File: config.mk
export PLATFORM = sky130hd
export DESIGN_NAME = switch_debouncer_flat
export DESIGN_NICKNAME = d
export VERILOG_FILES = /design/src/rtl/switch_debouncer_if.sv /design/src/rtl/switch_debouncer.sv /design/src/flat_wrapper.sv
export SDC_FILE = /design/constraint.sdc
export NUM_CORES = 1
export LEC_CHECK = 0
export BUFFER_PORTS_ARGS = -buffer_cell sky130_fd_sc_hd__buf_4
export CAP_MARGIN = 0
export CELL_PAD_IN_SITES_DETAIL_PLACEMENT = 0
export CELL_PAD_IN_SITES_GLOBAL_PLACEMENT = 1
export CORE_UTILIZATION = 52
export DETAILED_ROUTE_END_ITERATION = 8
export HOLD_SLACK_MARGIN = 0.15
export PLACE_DENSITY_LB_ADDON = 0.1
export SLEW_MARGIN = 0
export SYNTH_ARGS = -nofsm -noshare
export SYNTH_HDL_FRONTEND = slang
export SYNTH_SLANG_ARGS = --single-unit
export TNS_END_PERCENT = 50
File: constraint.sdc
create_clock -name clk -period 5.78 [get_ports clk]
set_input_delay 0.289 -clock clk [delete_from_list [all_inputs] [get_ports clk]]
set_output_delay 0.289 -clock clk [all_outputs]
set_load 0.02 [all_outputs]
File: src/rtl/switch_debouncer_if.sv
// Switch debouncer signal bundle: the raw switch input and the cleaned level and pulses.
// The master drives the switch; the slave (the debouncer) returns the filtered view.
interface switch_debouncer_if;
  logic sw_in;
  logic sw_level;
  logic press_pulse;
  logic release_pulse;
  logic step_pulse;

  modport master (
    output sw_in,
    input  sw_level,
    input  press_pulse,
    input  release_pulse,
    input  step_pulse
  );

  modport slave (
    input  sw_in,
    output sw_level,
    output press_pulse,
    output release_pulse,
    output step_pulse
  );
endinterface

File: src/rtl/switch_debouncer.sv
// Push-button front-end: 2-FF synchroniser, tick-sampled stability filter and registered
// press/release/step pulses, with auto-repeat on step while the button stays held.
module switch_debouncer #(
  parameter int TICK_DIV   = 50000,
  parameter int STABLE_CNT = 8,
  parameter bit ACTIVE_LOW = 1'b1,
  parameter int REPEAT_DLY = 500,
  parameter int REPEAT_PER = 100
) (
  input  logic              clk,
  input  logic              rst_n,
  switch_debouncer_if.slave sw
);
  localparam int DIV_W   = (TICK_DIV > 1) ? $clog2(TICK_DIV) : 1;
  localparam int STAB_W  = $clog2(STABLE_CNT + 1);
  localparam int REP_MAX = (REPEAT_DLY > REPEAT_PER) ? REPEAT_DLY : REPEAT_PER;
  localparam int REP_W   = (REP_MAX > 1) ? $clog2(REP_MAX) : 1;

  localparam logic [DIV_W-1:0]  DIV_LAST  = DIV_W'(TICK_DIV - 1);
  localparam logic [STAB_W-1:0] STAB_LAST = STAB_W'(STABLE_CNT - 1);
  localparam logic [REP_W-1:0]  DLY_LAST  = REP_W'((REPEAT_DLY > 0) ? REPEAT_DLY - 1 : 0);
  localparam logic [REP_W-1:0]  PER_LAST  = REP_W'((REPEAT_PER > 0) ? REPEAT_PER - 1 : 0);
  localparam logic              RELEASED  = ACTIVE_LOW;

  typedef enum logic [1:0] {
    IDLE,
    PRESS_CHK,
    HELD,
    RELEASE_CHK
  } state_t;

  state_t            state_reg, state_next;
  logic [1:0]        sync_reg;
  logic [DIV_W-1:0]  div_cnt_reg;
  logic [STAB_W-1:0] stab_cnt_reg, stab_cnt_next;
  logic [REP_W-1:0]  rep_cnt_reg, rep_cnt_next;
  logic              first_done_reg, first_done_next;
  logic              level_reg, level_next;
  logic              press_reg, press_next;
  logic              release_reg, release_next;
  logic              step_reg, step_next;
  logic              s;
  logic              tick;
  logic              do_press;
  logic              do_release;

  // Synchroniser resets to the released level so leaving reset never looks like a press.
  always_ff @(posedge clk or negedge rst_n) begin
    if (!rst_n) begin
      sync_reg <= {2{RELEASED}};
    end else begin
      sync_reg <= {sync_reg[0], sw.sw_in};
    end
  end

  assign s = sync_reg[1] ^ ACTIVE_LOW;

  always_ff @(posedge clk or negedge rst_n) begin
    if (!rst_n) begin
      div_cnt_reg <= '0;
    end else if (div_cnt_reg == DIV_LAST) begin
      div_cnt_reg <= '0;
    end else begin
      div_cnt_reg <= div_cnt_reg + 1'b1;
    end
  end

  assign tick = (div_cnt_reg == DIV_LAST);

  always_ff @(posedge clk or negedge rst_n) begin
    if (!rst_n) begin
      state_reg      <= IDLE;
      stab_cnt_reg   <= '0;
      rep_cnt_reg    <= '0;
      first_done_reg <= 1'b0;
      level_reg      <= 1'b0;
      press_reg      <= 1'b0;
      release_reg    <= 1'b0;
      step_reg       <= 1'b0;
    end else begin
      state_reg      <= state_next;
      stab_cnt_reg   <= stab_cnt_next;
      rep_cnt_reg    <= rep_cnt_next;
      first_done_reg <= first_done_next;
      level_reg      <= level_next;
      press_reg      <= press_next;
      release_reg    <= release_next;
      step_reg       <= step_next;
    end
  end

  always_comb begin
    state_next      = state_reg;
    stab_cnt_next   = stab_cnt_reg;
    rep_cnt_next    = rep_cnt_reg;
    first_done_next = first_done_reg;
    level_next      = level_reg;
    press_next      = 1'b0;
    release_next    = 1'b0;
    step_next       = 1'b0;
    do_press        = 1'b0;
    do_release      = 1'b0;

    if (tick) begin
      unique case (state_reg)
        IDLE: begin
          if (s) begin
            if (STABLE_CNT == 1) begin
              do_press = 1'b1;
            end else begin
              state_next    = PRESS_CHK;
              stab_cnt_next = STAB_W'(1);
            end
          end
        end
        PRESS_CHK: begin
          if (!s) begin
            state_next    = IDLE;
            stab_cnt_next = '0;
          end else if (stab_cnt_reg == STAB_LAST) begin
            do_press = 1'b1;
          end else begin
            stab_cnt_next = stab_cnt_reg + 1'b1;
          end
        end
        HELD: begin
          if (!s) begin
            if (STABLE_CNT == 1) begin
              do_release = 1'b1;
            end else begin
              state_next    = RELEASE_CHK;
              stab_cnt_next = STAB_W'(1);
            end
          end else if (REPEAT_DLY > 0) begin
            if (!first_done_reg && rep_cnt_reg == DLY_LAST) begin
              step_next       = 1'b1;
              rep_cnt_next    = '0;
              first_done_next = 1'b1;
            end else if (first_done_reg && rep_cnt_reg == PER_LAST) begin
              step_next    = 1'b1;
              rep_cnt_next = '0;
            end else begin
              rep_cnt_next = rep_cnt_reg + 1'b1;
            end
          end
        end
        RELEASE_CHK: begin
          // A bounce back to pressed resumes the repeat schedule where it was frozen.
          if (s) begin
            state_next    = HELD;
            stab_cnt_next = '0;
          end else if (stab_cnt_reg == STAB_LAST) begin
            do_release = 1'b1;
          end else begin
            stab_cnt_next = stab_cnt_reg + 1'b1;
          end
        end
      endcase
    end

    if (do_press) begin
      state_next      = HELD;
      stab_cnt_next   = '0;
      rep_cnt_next    = '0;
      first_done_next = 1'b0;
      level_next      = 1'b1;
      press_next      = 1'b1;
      step_next       = 1'b1;
    end

    if (do_release) begin
      state_next    = IDLE;
      stab_cnt_next = '0;
      level_next    = 1'b0;
      release_next  = 1'b1;
    end
  end

  assign sw.sw_level      = level_reg;
  assign sw.press_pulse   = press_reg;
  assign sw.release_pulse = release_reg;
  assign sw.step_pulse    = step_reg;
endmodule
File: src/flat_wrapper.sv
// flat-port wrapper written by rule: the top's interface ports become plain ports
module switch_debouncer_flat 
#(
  parameter int TICK_DIV   = 50000,
  parameter int STABLE_CNT = 8,
  parameter bit ACTIVE_LOW = 1'b1,
  parameter int REPEAT_DLY = 500,
  parameter int REPEAT_PER = 100
)
  (clk, rst_n, sw_sw_in, sw_sw_level, sw_press_pulse, sw_release_pulse, sw_step_pulse);
  switch_debouncer_if sw_i ();
  input  logic clk;
  input  logic rst_n;
  input wire logic [$bits(sw_i.sw_in)-1:0] sw_sw_in;
  output wire logic [$bits(sw_i.sw_level)-1:0] sw_sw_level;
  output wire logic [$bits(sw_i.press_pulse)-1:0] sw_press_pulse;
  output wire logic [$bits(sw_i.release_pulse)-1:0] sw_release_pulse;
  output wire logic [$bits(sw_i.step_pulse)-1:0] sw_step_pulse;
  assign sw_i.sw_in = sw_sw_in;
  assign sw_sw_level = sw_i.sw_level;
  assign sw_press_pulse = sw_i.press_pulse;
  assign sw_release_pulse = sw_i.release_pulse;
  assign sw_step_pulse = sw_i.step_pulse;
  switch_debouncer #(.TICK_DIV(TICK_DIV), .STABLE_CNT(STABLE_CNT), .ACTIVE_LOW(ACTIVE_LOW), .REPEAT_DLY(REPEAT_DLY), .REPEAT_PER(REPEAT_PER)) u_core (.clk(clk), .rst_n(rst_n), .sw(sw_i));
endmodule
==> out/results.ini <==
[setup_path]
cp_max_fo=10
r2r_slack_ns=3.66
timing.rr.end=u_core.rep_cnt_reg[5]$_DFFE_PN0P_
crit_chain=ha_1 -> nand4b_2 -> o31a_1 -> nor4_1 -> xnor2_1 -> nor2_2
crit_arrival_ns=2.30
crit_required_ns=5.96
critPathKind=register to register
worstSetupStartpointType=register
cp_slowest_cell=o31a_1
cp-startpoint=u_core.stab_cnt_reg[0]$_DFFE_PN0P_
critPathCapture=u_core.rep_cnt_reg[5]$_DFFE_PN0P_
reg2reg_depth=6
end_kind=register
critPathMaxStageDelay_ns=0.44
regToRegStartpoint=u_core.stab_cnt_reg[0]$_DFFE_PN0P_

[status]
status=finished, final reports clean

[final_layout]
fin_cells=236
final_area_mm2=0.00210
antenna_cells=0
fin_nets=195
largest_reg_flops=16
drive_above_1_share_pct=16.3
area_growth_pct=9.48

[timing]
report.final.slew_viol_count=0
fmax_mhz=472
slew_headroom_pct=69.1
holdWs_ns=0.357
min_period_ns=2.12
skew_ns=0.00614
setup_viol=0
setup_ws_ns=3.66
worst_pin_slew_ns=0.463
setup_tns_ns=0
fin_crit_sh_pct=36.7
rsz0062_at_grt=no
final_hold_viol_count=0

[cts]
clk_latency_ns=0.28
cts.path.max_buffers=2
clk_pin_slew_ns=0.07
postCtsSetupRepairBufs=0
cts_buffers=5
cts_resized=0
clkSinkCount=38
clockRootBuffer=clkbuf_8
cts_htree_levels=2
tritoncts=built

[routing]
drt-initial-drc-count=86
route.detailed.drc=0
post_drt_wl_per_cell_um=13.8
drt-pass1-iter-count=4
routed_wl_um=3260
drt-vias-per-instance=5.58
postRouteAntennaNets=0
vias=1316

[placement]
placed_cells=226
routabilityCongestion=0.769
pre_cts_slack_ns=3.69
hpwl_um=2300
placed_area_mm2=0.00198
numPortBuffers=6

[power]
power_switching_uw=95.6
cell_internal_pwr_uw=365
switching_share_pct=20.8
power_density_mw_per_mm2=220
pwr-share-seq_pct=58.3
peakVddDrop_mv=0.166
p_clk_share_pct=40.1
p_leak_uw=0.000953
comb_power_share_pct=1.6

[synth]
synthTopCellsByArea=dfrtp_1 (47%), xnor2_1 (5.5%), xor2_1 (4.6%)
synth_common_cells=dfrtp_1 (36), nand2_1 (16), nand3_1 (15)
synth_area_mm2=0.00191
synth.top_cell.area_share_pct=47.1
synth_edf_count=0
yosys_warnings=0
synth-seq-area-share_pct=49.8
synthCells=181
synth_ff_type=dfrtp_1
synth_area_leader_cell=dfrtp_1
synthArstFlopShare_pct=100
avgSynthCellArea_um2=10.6
yosysUniqueCellTypes=41
yosysMostFrequentCell=dfrtp_1
synth_nets=187
ys_ff_latch=38

[worst_hold_path]
min_from=u_core.sync_reg[0]$_DFF_PN1_
hold_path.class=register to register
hold_depth=0

[grt]
grt_max_degree=39
grt_util_all_layers_pct=19.1
grt-ovfl-total=0
grt_pass1_wl_um=5730
antenna_found_initial=0
first_global_vias=1198

[floorplan]
dieHeight_um=62.7
rows=21
dieWidth_um=62.7
core-area_mm2=0.00344
start_util_pct=55.6
dieArea_mm2=0.00393
ioPinCount=7

[flow_run]
drv_cap=0

through the flow:
stage	util [%]	total power (uW)
floorplan	-	274
global placement	57.5	280
detailed placement	57.5	280
CTS	60.9	466
global route	60.9	478
finish	60.9	460
cell usage in the layout (no fill, tap or decap), types with 2 or more instances in the layout:
master         count
nand3_1           15
and4b_1            2
buf_4              6
o21ai_0            5
o31ai_1            2
xnor2_1           12
nor4_2             2
xor2_1            10
dlygate4sd3_1      2
o21ai_1            2
and3_1             4
nor3_1             8
nand4b_1           2
clkbuf_8           6
dfstp_2            2
nand2_1           16
nand4_1            4
nor2_1            14
nor2_2             6
a21oi_1            4
nor4_1             5
ha_1               3
inv_1              3
dfrtp_1           36
routing by layer:
metal / global-route usage, % / vias to the layer above / share of wire, %
met1: 27.4 / 631 / 52
met2: 27.4 / 22 / 43
met4: 8.14 / 0 / 1.4
met5: 0 / - / 0
met3: 4.38 / 5 / 3.3
li1: - / 658 / -
how the worst min path moves through the flow:
| stage | slack (ns) | to |
|---|---|---|
| final | 0.36 | u_core.sync_reg[1]$_DFF_PN1_ |
| after global routing | 0.36 | u_core.sync_reg[1]$_DFF_PN1_ |
| after CTS | 0.36 | u_core.sync_reg[1]$_DFF_PN1_ |
| after detailed placement | 0.28 | u_core.div_cnt_reg[14]$_DFF_PN0_ |
| after global placement | 0.27 | u_core.div_cnt_reg[12]$_DFF_PN0_ |
| after floorplan | -0.007 | u_core.div_cnt_reg[0]$_DFF_PN0_ |
power by group through the flow:
stage | clock [uW] | sequential (uW) | combinational, uW
final | 185 | 268 | 7.42
after global routing | 200 | 268 | 8.76
after CTS | 190 | 268 | 8.00
after detailed placement | 0 | 273 | 6.96
after global placement | 0 | 273 | 6.78
after floorplan | 0 | 272 | 1.59
what timing repair did:
item                                    CTS  global route
endpoints found under the hold margin    37             0
hold buffers                              2             0
endpoints found under the setup margin    0             0
worst max-delay path: cells and delay by family, from the launching register on:
family | cells | cell delay (ns)
AND/OR/NAND/NOR | 3 | 0.68
AO/OA/AOI/OAI | 1 | 0.44
flip-flops | 1 | 0.43
adder cells (fa/ha/maj) | 1 | 0.28
XOR/XNOR | 1 | 0.18
layout make-up:
class,instances,area (um^2)
Multi-Input combinational cell,133,913
Inverter,3,11.3
Sequential cell,38,953
Timing Repair Buffer,8,65.1
Clock buffer,6,82.6
Tap cell,46,57.6
Clock inverter,2,12.5
Fill cell,284,1350
cells by family (layout without fill, tap and decap cells):
group           after synthesis  count (layout)  share of synthesized area, %
xor+xnor                     22              22                          10.1
mux                           1               1                         0.588
compound gates               18              18                          6.34
simple gates                 89              89                          28.8
flops                        38              38                          49.8
buf+inv                      10              19                          2.48
fa+ha+maj                     3               3                          1.96
(Power assumes the default switching activity.)
